<file path="config.mk">
export PLATFORM = sky130hd
export DESIGN_NAME = alu_cmd_front
export DESIGN_NICKNAME = d
export VERILOG_FILES = /design/src/rtl/alu_cmd_pkg.sv /design/src/rtl/alu_cmd_front_btn_sync.sv /design/src/rtl/alu_cmd_front.sv
export SDC_FILE = /design/constraint.sdc
export NUM_CORES = 1
export LEC_CHECK = 0
export ABC_AREA = 1
export BUFFER_PORTS_ARGS = -buffer_cell sky130_fd_sc_hd__clkbuf_2
export CORE_UTILIZATION = 30
export CTS_CLUSTER_SIZE = 40
export DETAILED_ROUTE_END_ITERATION = 6
export MAX_ROUTING_LAYER = met4
export SLEW_MARGIN = 20
export SYNTH_ARGS = -nofsm -noshare
export SYNTH_HDL_FRONTEND = slang
export SYNTH_SLANG_ARGS = --single-unit
</file>
<file path="constraint.sdc">
create_clock -name clk -period 1.7 [get_ports clk]
set_input_delay 0.34 -clock clk [delete_from_list [all_inputs] [get_ports clk]]
set_output_delay 0.34 -clock clk [all_outputs]
set_load 0.05 [all_outputs]
</file>
<file path="src/rtl/alu_cmd_pkg.sv">
// Shared definitions for the ALU command front-end: default widths, FSM states
// and the opcode encodings understood by the downstream ALU.
package alu_cmd_pkg;

    localparam int unsigned DATA_W_DEF = 8;
    localparam int unsigned SEL_W_DEF  = 4;

    typedef enum logic [2:0] {
        ST_IDLE,
        ST_PRESS,
        ST_ISSUE,
        ST_HOLD,
        ST_RELEASE
    } state_e;

    localparam logic [3:0] OP_ADD   = 4'b0000;
    localparam logic [3:0] OP_SUB   = 4'b0001;
    localparam logic [3:0] OP_SHL   = 4'b0010;
    localparam logic [3:0] OP_SHR   = 4'b0011;
    localparam logic [3:0] OP_CMP   = 4'b0100;
    localparam logic [3:0] OP_AND   = 4'b0101;
    localparam logic [3:0] OP_OR    = 4'b0110;
    localparam logic [3:0] OP_XOR   = 4'b0111;
    localparam logic [3:0] OP_NAND  = 4'b1000;
    localparam logic [3:0] OP_NOR   = 4'b1001;
    localparam logic [3:0] OP_XNOR  = 4'b1010;
    localparam logic [3:0] OP_NOT   = 4'b1011;
    localparam logic [3:0] OP_NEG   = 4'b1100;
    localparam logic [3:0] OP_STORE = 4'b1101;
    localparam logic [3:0] OP_SWAP  = 4'b1110;
    localparam logic [3:0] OP_LOAD  = 4'b1111;

endpackage

</file>
<file path="src/rtl/alu_cmd_front_btn_sync.sv">
// Multi-flop synchronizer with asynchronous active-low clear; the output is the
// last stage of the chain.
module btn_sync
    import alu_cmd_pkg::*;
#(
    parameter int unsigned SYNC_STAGES = 2
) (
    input  logic clk,
    input  logic rst_n,
    input  logic d,
    output logic q
);

    logic [SYNC_STAGES-1:0] sync_q;
    logic [SYNC_STAGES-1:0] sync_d;

    always_comb begin
        sync_d = {sync_q[SYNC_STAGES-2:0], d};
    end

    always_ff @(posedge clk or negedge rst_n) begin
        if (!rst_n) begin
            sync_q <= '0;
        end else begin
            sync_q <= sync_d;
        end
    end

    assign q = sync_q[SYNC_STAGES-1];

endmodule

</file>
<file path="src/rtl/alu_cmd_front.sv">
// Debounced switch/button front-end for the ALU: one enable toggle per press.
// Optional auto-repeat while held is built when ALU_CMD_AUTO_REPEAT_EN is defined.
module alu_cmd_front
    import alu_cmd_pkg::*;
#(
    parameter int unsigned DATA_W          = DATA_W_DEF,
    parameter int unsigned SEL_W           = SEL_W_DEF,
    parameter int unsigned SYNC_STAGES     = 2,
    parameter int unsigned DEBOUNCE_CYCLES = 250000
`ifdef ALU_CMD_AUTO_REPEAT_EN
    ,
    parameter int unsigned REPEAT_CYCLES   = 25000000
`endif
) (
    input  logic                     clk,
    input  logic                     reset,
    input  logic signed [DATA_W-1:0] sw_data,
    input  logic        [SEL_W-1:0]  sw_sel,
    input  logic                     btn_exec,
    output logic signed [DATA_W-1:0] data_out,
    output logic        [SEL_W-1:0]  sel_out,
    output logic                     enable,
    output logic                     busy,
    output logic        [7:0]        cmd_count
);

    localparam int unsigned CNT_W = $clog2(DEBOUNCE_CYCLES);
    localparam logic [CNT_W-1:0] CNT_LAST = CNT_W'(DEBOUNCE_CYCLES - 1);

    logic rst_n;
    logic btn;

    // Reset asserts asynchronously but leaves reset on a clk edge.
    btn_sync #(.SYNC_STAGES(2)) u_rst_sync (
        .clk   (clk),
        .rst_n (reset),
        .d     (1'b1),
        .q     (rst_n)
    );

    btn_sync #(.SYNC_STAGES(SYNC_STAGES)) u_btn_sync (
        .clk   (clk),
        .rst_n (rst_n),
        .d     (btn_exec),
        .q     (btn)
    );

    state_e                     state_q, state_d;
    logic        [CNT_W-1:0]    cnt_q, cnt_d;
    logic signed [DATA_W-1:0]   data_q, data_d;
    logic        [SEL_W-1:0]    sel_q, sel_d;
    logic                       enable_q, enable_d;
    logic        [7:0]          cmd_count_q, cmd_count_d;

`ifdef ALU_CMD_AUTO_REPEAT_EN
    localparam int unsigned REP_W = $clog2(REPEAT_CYCLES);
    localparam logic [REP_W-1:0] REP_LAST = REP_W'(REPEAT_CYCLES - 1);
    logic [REP_W-1:0] rep_cnt_q, rep_cnt_d;
`endif

    always_comb begin
        state_d     = state_q;
        cnt_d       = cnt_q;
        data_d      = data_q;
        sel_d       = sel_q;
        enable_d    = enable_q;
        cmd_count_d = cmd_count_q;
`ifdef ALU_CMD_AUTO_REPEAT_EN
        rep_cnt_d   = rep_cnt_q;
`endif
        case (state_q)
            ST_IDLE: begin
                if (btn) begin
                    cnt_d   = '0;
                    state_d = ST_PRESS;
                end
            end
            ST_PRESS: begin
                if (!btn) begin
                    state_d = ST_IDLE;
                end else if (cnt_q == CNT_LAST) begin
                    data_d  = sw_data;
                    sel_d   = sw_sel;
                    state_d = ST_ISSUE;
                end else begin
                    cnt_d = cnt_q + CNT_W'(1);
                end
            end
            ST_ISSUE: begin
                enable_d    = ~enable_q;
                cmd_count_d = cmd_count_q + 8'd1;
                state_d     = ST_HOLD;
            end
            ST_HOLD: begin
                if (!btn) begin
                    cnt_d     = '0;
                    state_d   = ST_RELEASE;
`ifdef ALU_CMD_AUTO_REPEAT_EN
                    rep_cnt_d = '0;
                end else if (rep_cnt_q == REP_LAST) begin
                    data_d    = sw_data;
                    sel_d     = sw_sel;
                    rep_cnt_d = '0;
                    state_d   = ST_ISSUE;
                end else begin
                    rep_cnt_d = rep_cnt_q + REP_W'(1);
`endif
                end
            end
            ST_RELEASE: begin
                if (btn) begin
                    state_d = ST_HOLD;
                end else if (cnt_q == CNT_LAST) begin
                    state_d = ST_IDLE;
                end else begin
                    cnt_d = cnt_q + CNT_W'(1);
                end
            end
            default: begin
                state_d = ST_IDLE;
            end
        endcase
    end

    always_ff @(posedge clk or negedge rst_n) begin
        if (!rst_n) begin
            state_q     <= ST_IDLE;
            cnt_q       <= '0;
            data_q      <= '0;
            sel_q       <= '0;
            enable_q    <= 1'b0;
            cmd_count_q <= '0;
        end else begin
            state_q     <= state_d;
            cnt_q       <= cnt_d;
            data_q      <= data_d;
            sel_q       <= sel_d;
            enable_q    <= enable_d;
            cmd_count_q <= cmd_count_d;
        end
    end

`ifdef ALU_CMD_AUTO_REPEAT_EN
    always_ff @(posedge clk or negedge rst_n) begin
        if (!rst_n) begin
            rep_cnt_q <= '0;
        end else begin
            rep_cnt_q <= rep_cnt_d;
        end
    end
`endif

    assign data_out  = data_q;
    assign sel_out   = sel_q;
    assign enable    = enable_q;
    assign busy      = (state_q != ST_IDLE);
    assign cmd_count = cmd_count_q;

endmodule

</file>
# Yosys cells after proc, flatten, opt, wreduce, memory -nomap -nowiden
# Index checks and enable logic that the tools add are counted.
classes:
  add_sub_neg: 2
  eq_ne: 11
  n_mux: 13
  n_bitwise: 1
  n_reduce_logical: 6
ops:
  columns: ["op", "count"]
  rows:
  - ["$mux 18", 5]
  - ["$pmux 18 s4", 1]
  - ["$add 18x1->18 const B", 1]
  - ["$eq 18x18->1 const B", 1]
  - ["$mux 3", 6]
  - ["$pmux 3 s5", 1]
  - ["$add 8x1->8 const B", 1]
  - ["$eq 3x2->1 const B", 2]
  - ["$reduce_and 5->1", 1]
  - ["$ne 2x1->1 const B", 2]
  - ["$ne 2x2->1 const B", 2]
  - ["$reduce_and 4->1", 1]
  - ["$reduce_bool 4->1", 1]
  - ["$eq 3x1->1 const B", 1]
  - ["$eq 3x3->1 const B", 1]
  - ["$logic_not 3->1", 1]
  - ["$ne 3x2->1 const B", 1]
  - ["$ne 3x3->1 const B", 1]
  - ["$reduce_and 3->1", 1]
  - ["$reduce_bool 3->1", 1]
  - ["$not 1->1", 1]
word_totals:
  reg_bits: 46
  input_bits: 15
  out_inout_bits: 22
  wordCells: 41

# Logic depth before layout (Yosys ltp)
depth:
  word_depth: 4
  depth_mapped: 10

# Hierarchy
# From an unflattened synthesis, not the netlist that was laid out.
unflattened:
  cells_unflattened: 280
  hier_area_um2: 2356.0
modules_own_cells:
  columns: ["module", "instances", "cells_per_inst", "area_each_um2", "seq_area_each_um2"]
  rows:
  - ["alu_cmd_front", 1, 276, 2255.9, 1051.0]
  - ["btn_sync", 2, 2, 50.0, 50.0]

# Worst setup path before layout
# Ideal clock, no wire load.
synth_timing:
  path_type: "flip-flop to flip-flop"
  from: "register cnt_q[0]"
  to: "register data_q[0] (netlist: data_out[0])"
  setup_ps: 119
  arrival_time_ps: 1473
  setup_slack_ps: 107
  path_stages_with_launch: 10
  path_buffers: 1
  synth_period_minus_slack_ps: 1593
  path_cell_list: "dfrtp_1 -> ha_1 -> nand2_2 -> nor2_4 -> inv_2 -> nor3_4 -> nand3_2 -> buf_6 -> nand2_1 -> nand2_1"
synth_between:
  elab_chain_cells: 2
synth_lines:
  columns: ["item", "line_no", "rtl"]
  rows:
  - ["from (decl)", "alu_cmd_front.sv:49", "logic [CNT_W-1:0] cnt_q, cnt_d;"]
  - ["from (signal assigned)", "alu_cmd_front.sv:135", "cnt_q <= cnt_d;"]
  - ["$eq 18x18->1", "alu_cmd_front.sv:81", "end else if (cnt_q == CNT_LAST) begin"]
  - ["$reduce_and 3->1 (no line)", null, null]
  - ["to (signal assigned)", "alu_cmd_front.sv:136", "data_q <= data_d;"]
  - ["to (decl)", "alu_cmd_front.sv:50", "logic signed [DATA_W-1:0] data_q, data_d;"]
# No other way between the ends.
# A chain may end at the register's enable or synchronous reset.

# Final worst setup path
layout_timing:
  from: "register state_q[1]"
  to: "output port busy"
layout_between:
  elab_chain_cells: 1
layout_lines:
  columns: ["item", "line_no", "rtl"]
  rows:
  - ["from (decl)", "alu_cmd_front.sv:48", "state_e state_q, state_d;"]
  - ["from (signal assigned)", "alu_cmd_front.sv:134", "state_q <= state_d;"]
  - ["$reduce_bool 3->1", "alu_cmd_front.sv:156", "assign busy = (state_q != ST_IDLE);"]
  - ["to (decl)", "alu_cmd_front.sv:23", "output logic busy,"]
# No other way between the ends.

==> results by group <==
Global routing
  • Met2 Use GR: 21.0%
  • GR Overflow Total: 0
  • Grt met1 use: 18.5%
  • Largest net degree at the start of global routing: 24
  • Initial antenna violation count: 0
  • GRT Max-Usage Layer: met2
  • Vias in the first global route: 2017
  • First-pass GRT wire length: 9250 um
  • Met3 Use GR: 2.20%
  • Global Route Usage Sum: 13.7%

Critical path
  • Buf/Inv on CP: 3
  • Crit path max-delay family: flip-flops
  • Critical path origin: state_q[1]
  • Critical Path End: busy
  • CP Capture Type: output port
  • Worst r2r src: cnt_q[1]
  • Slowest stage delay, CP: 0.40 ns
  • Worst path slowest cell: dfrtp_1
  • Crit path depth: 5
  • R2R cell count: 9
  • Cells along the critical path: nor2_2, inv_2, nor2_2, inv_1, clkbuf_8
  • Setup CP Type: flop to output port
  • Crit path max fanout: 4
  • Reg-to-Reg End: sel_out[3]
  • Data arrival, critical path: 1.30 ns
  • Most frequent CP cell: nor2_2
  • R2R setup slack: 0.10 ns
  • Crit path required time: 1.36 ns
  • Worst Setup Start Kind: flop

Clock network
  • CTS tree: done
  • Num CTS Buffers: 5
  • Clock-pin slew on the worst setup and hold paths: 0.09 ns
  • Clock root buffer: clkbuf_8
  • Clk buf depth: 2
  • H-tree lvl count: 2
  • Clk sink count: 46
  • Worst-Skew Late Latency: 0.31 ns

Detailed routing
  • Starting DRC count in detailed routing: 89
  • Vias after detailed routing: 2200
  • Drt pass-1 iters: 4
  • Via density: 4.57
  • # DRC: 0
  • Post-Route WL: 5710 um
  • Routed len/inst: 11.9 um
  • ANT nets after route: 0

STA
  • Worst setup margin: 0.0619 ns
  • Final Cycle Share: 96.4%
  • Hold Vio Cnt, Final: 0
  • Fin crit period: 1.64 ns
  • Fmax achieved: 610 MHz
  • Fin Hold WS: 0.151 ns
  • Final-report setup violation count: 0
  • Fin. max-slew vios: 0
  • Clock Skew: 0.0138 ns

Placed design
  • Placed Instance Area: 2840 um^2
  • Port bufs: 36
  • HPWL Detailed: 3880 um
  • Placed Instances: 467
  • Dpl ws: 0.00474 ns
  • Routability Congestion: 0.831

Pwr
  • Leakage: 1.59 nW
  • Power Dens Cells: 1150 nW/um^2
  • VDD IR-drop max: 0.579 mV
  • Sw Ratio: 41.2%
  • Pint: 2.08 mW
  • Net load switching power: 1.46 mW
  • Comb power frac: 39.2%
  • Clock power frac: 23.4%
  • Sequential power share: 37.4%
  • Power, Total: 3.53 mW

Layout
  • P&R area growth vs syn: 23.6%
  • Diode count: 0
  • Register area: 1150 um^2
  • Fin nets: 395
  • Final Instance Count excl. Fillers: 481
  • Fillcell total: 838
  • Finished layout cell area: 3080 um^2
  • Multi-input logic area: 1250 um^2
  • Share of layout cells above drive strength 1: 21.4%

Min path
  • Worst min-delay path class: input port to flop
  • Hold Startpoint: btn_exec

Floorplan
  • Rows: 32
  • Starting density of the core: 31.6%
  • Die height: 93.1 um
  • Core box area: 7890 um^2
  • # IOs: 37
  • Die W: 93.1 um
  • Die area: 8660 um^2

Synthesis
  • Post-synthesis sequential area ratio: 46.3%
  • Synthesized Nets: 342
  • Synth warnings: 0
  • Post-synth cell types: 27
  • Mean Syn Cell Area: 7.66 um^2
  • Mapped Area: 2490 um^2
  • #FFs+latches synth: 46
  • Mapped Cells: 325

Run
  • Max-cap viol count: 0

Run status
  • Status: finished clean
-- cell usage in the layout, fill, tap and decap left out --
cell type      count
conb_1             1
nand3_4            3
nand3b_1           2
nor2_2             4
o21bai_1           1
clkbuf_2          35
nand3_2            2
nand2_8            2
clkbuf_8           6
nand3_1           26
xnor2_1            6
a21oi_1            2
buf_6              1
a21oi_4            1
buf_12             1
buf_2              1
ha_2               1
dfrtp_1           44
inv_1             29
dfrtp_2            2
nor2_4             4
nand2_2            1
nor2_1            22
inv_2              3
nor3_4             1
nand2_1          132
ha_1               1
bufinv_16          1
nand4_1           16
clkbuf_1           1
o21ai_0            3
buf_4             11
xor2_1             8
nor3_1             3
dlygate4sd3_1      1
clkinvlp_4         1
-- state kept, by name, summed over array words and instances (netlist names) --
register and cells:
sel_out 4, cnt_q 18, u_btn_sync.sync_q 2, enable 1, cmd_count 8, data_out 8, u_rst_sync.sync_q 2, state_q 3
-- layer usage --
layer | wire length, um | vias to the layer above
li1 | - | 1130
met1 | 2800 | 1023
met2 | 2650 | 39
met3 | 175 | 8
met4 | 86 | 0
met5 | 0 | -
-- power groups by stage --
stage / Sequential, mW / Clock [mW] / Combinational, mW
after floorplan: 1.55 / 0 / 0.659
after global placement: 1.34 / 0 / 1.16
after detailed placement: 1.34 / 0 / 1.18
after CTS: 1.32 / 0.865 / 1.23
after global routing: 1.34 / 0.899 / 1.51
final: 1.32 / 0.826 / 1.39
-- Yosys cell counts, drive strengths merged --
cell type  instances  area, um^2
nand3b             2        15.0
clkbuf             1        3.75
ha                 2        25.0
inv               32         120
xor2               8        70.1
nand3             30         165
nor2              30         138
nand2            134         513
o21bai             1        7.51
a21oi              3        26.3
nor3               4        31.3
buf                6        51.3
xnor2              6        52.6
dfrtp             46        1150
conb               1        3.75
nand4             16         100
o21ai              3        15.0
-- cell families (layout without fill, tap and decap cells) --
logic type / after synthesis / in the layout / share of synthesized area, %
xor+xnor: 14 / 14 / 4.93
fa+ha+maj: 2 / 2 / 1.01
compound gates: 7 / 7 / 1.96
simple gates: 216 / 218 / 38.7
buf+inv: 39 / 91 / 7.04
flops: 46 / 46 / 46.3
other cells: 1 / 1 / 0.151
-- stage by stage --
step                      TNS (ns)  util, %
after floorplan                  0        -
after global placement           0     36.0
after detailed placement         0     36.0
after CTS                        0     37.7
after global routing       -0.0820     39.0
final                            0     39.0
-- final cells by class --
type / count / area share [%]
clock buffers: 6 / 2.36
inverters: 32 / 3.91
flip-flops and latches: 46 / 37.5
clock inverters: 2 / 1.22
multi-input cells: 242 / 40.5
repair buffers: 51 / 10.3
well taps: 102 / 4.15
-- repair_timing --
action                     4_1_cts  5_1_grt
setup buffers                    1        1
resized for setup                3       15
cloned                           0        3
setup endpoints to repair        1       32
pin swaps                        0        5
hold endpoints to repair         2        0
hold buffers                     1        0
-- how the worst min path moves through the flow --
stage	to	slack, ns	cells past startpoint
6_report	u_btn_sync.sync_q[0]	0.15	1
3_5_place_dp	u_rst_sync.sync_q[0]	0.13	1
2_1_floorplan	u_rst_sync.sync_q[0]	0.04	0
3_3_place_gp	u_rst_sync.sync_q[0]	0.13	1
5_1_grt	u_btn_sync.sync_q[0]	0.14	1
4_1_cts	u_btn_sync.sync_q[0]	0.14	1
Note: power is estimated with default switching activity, not from simulation.
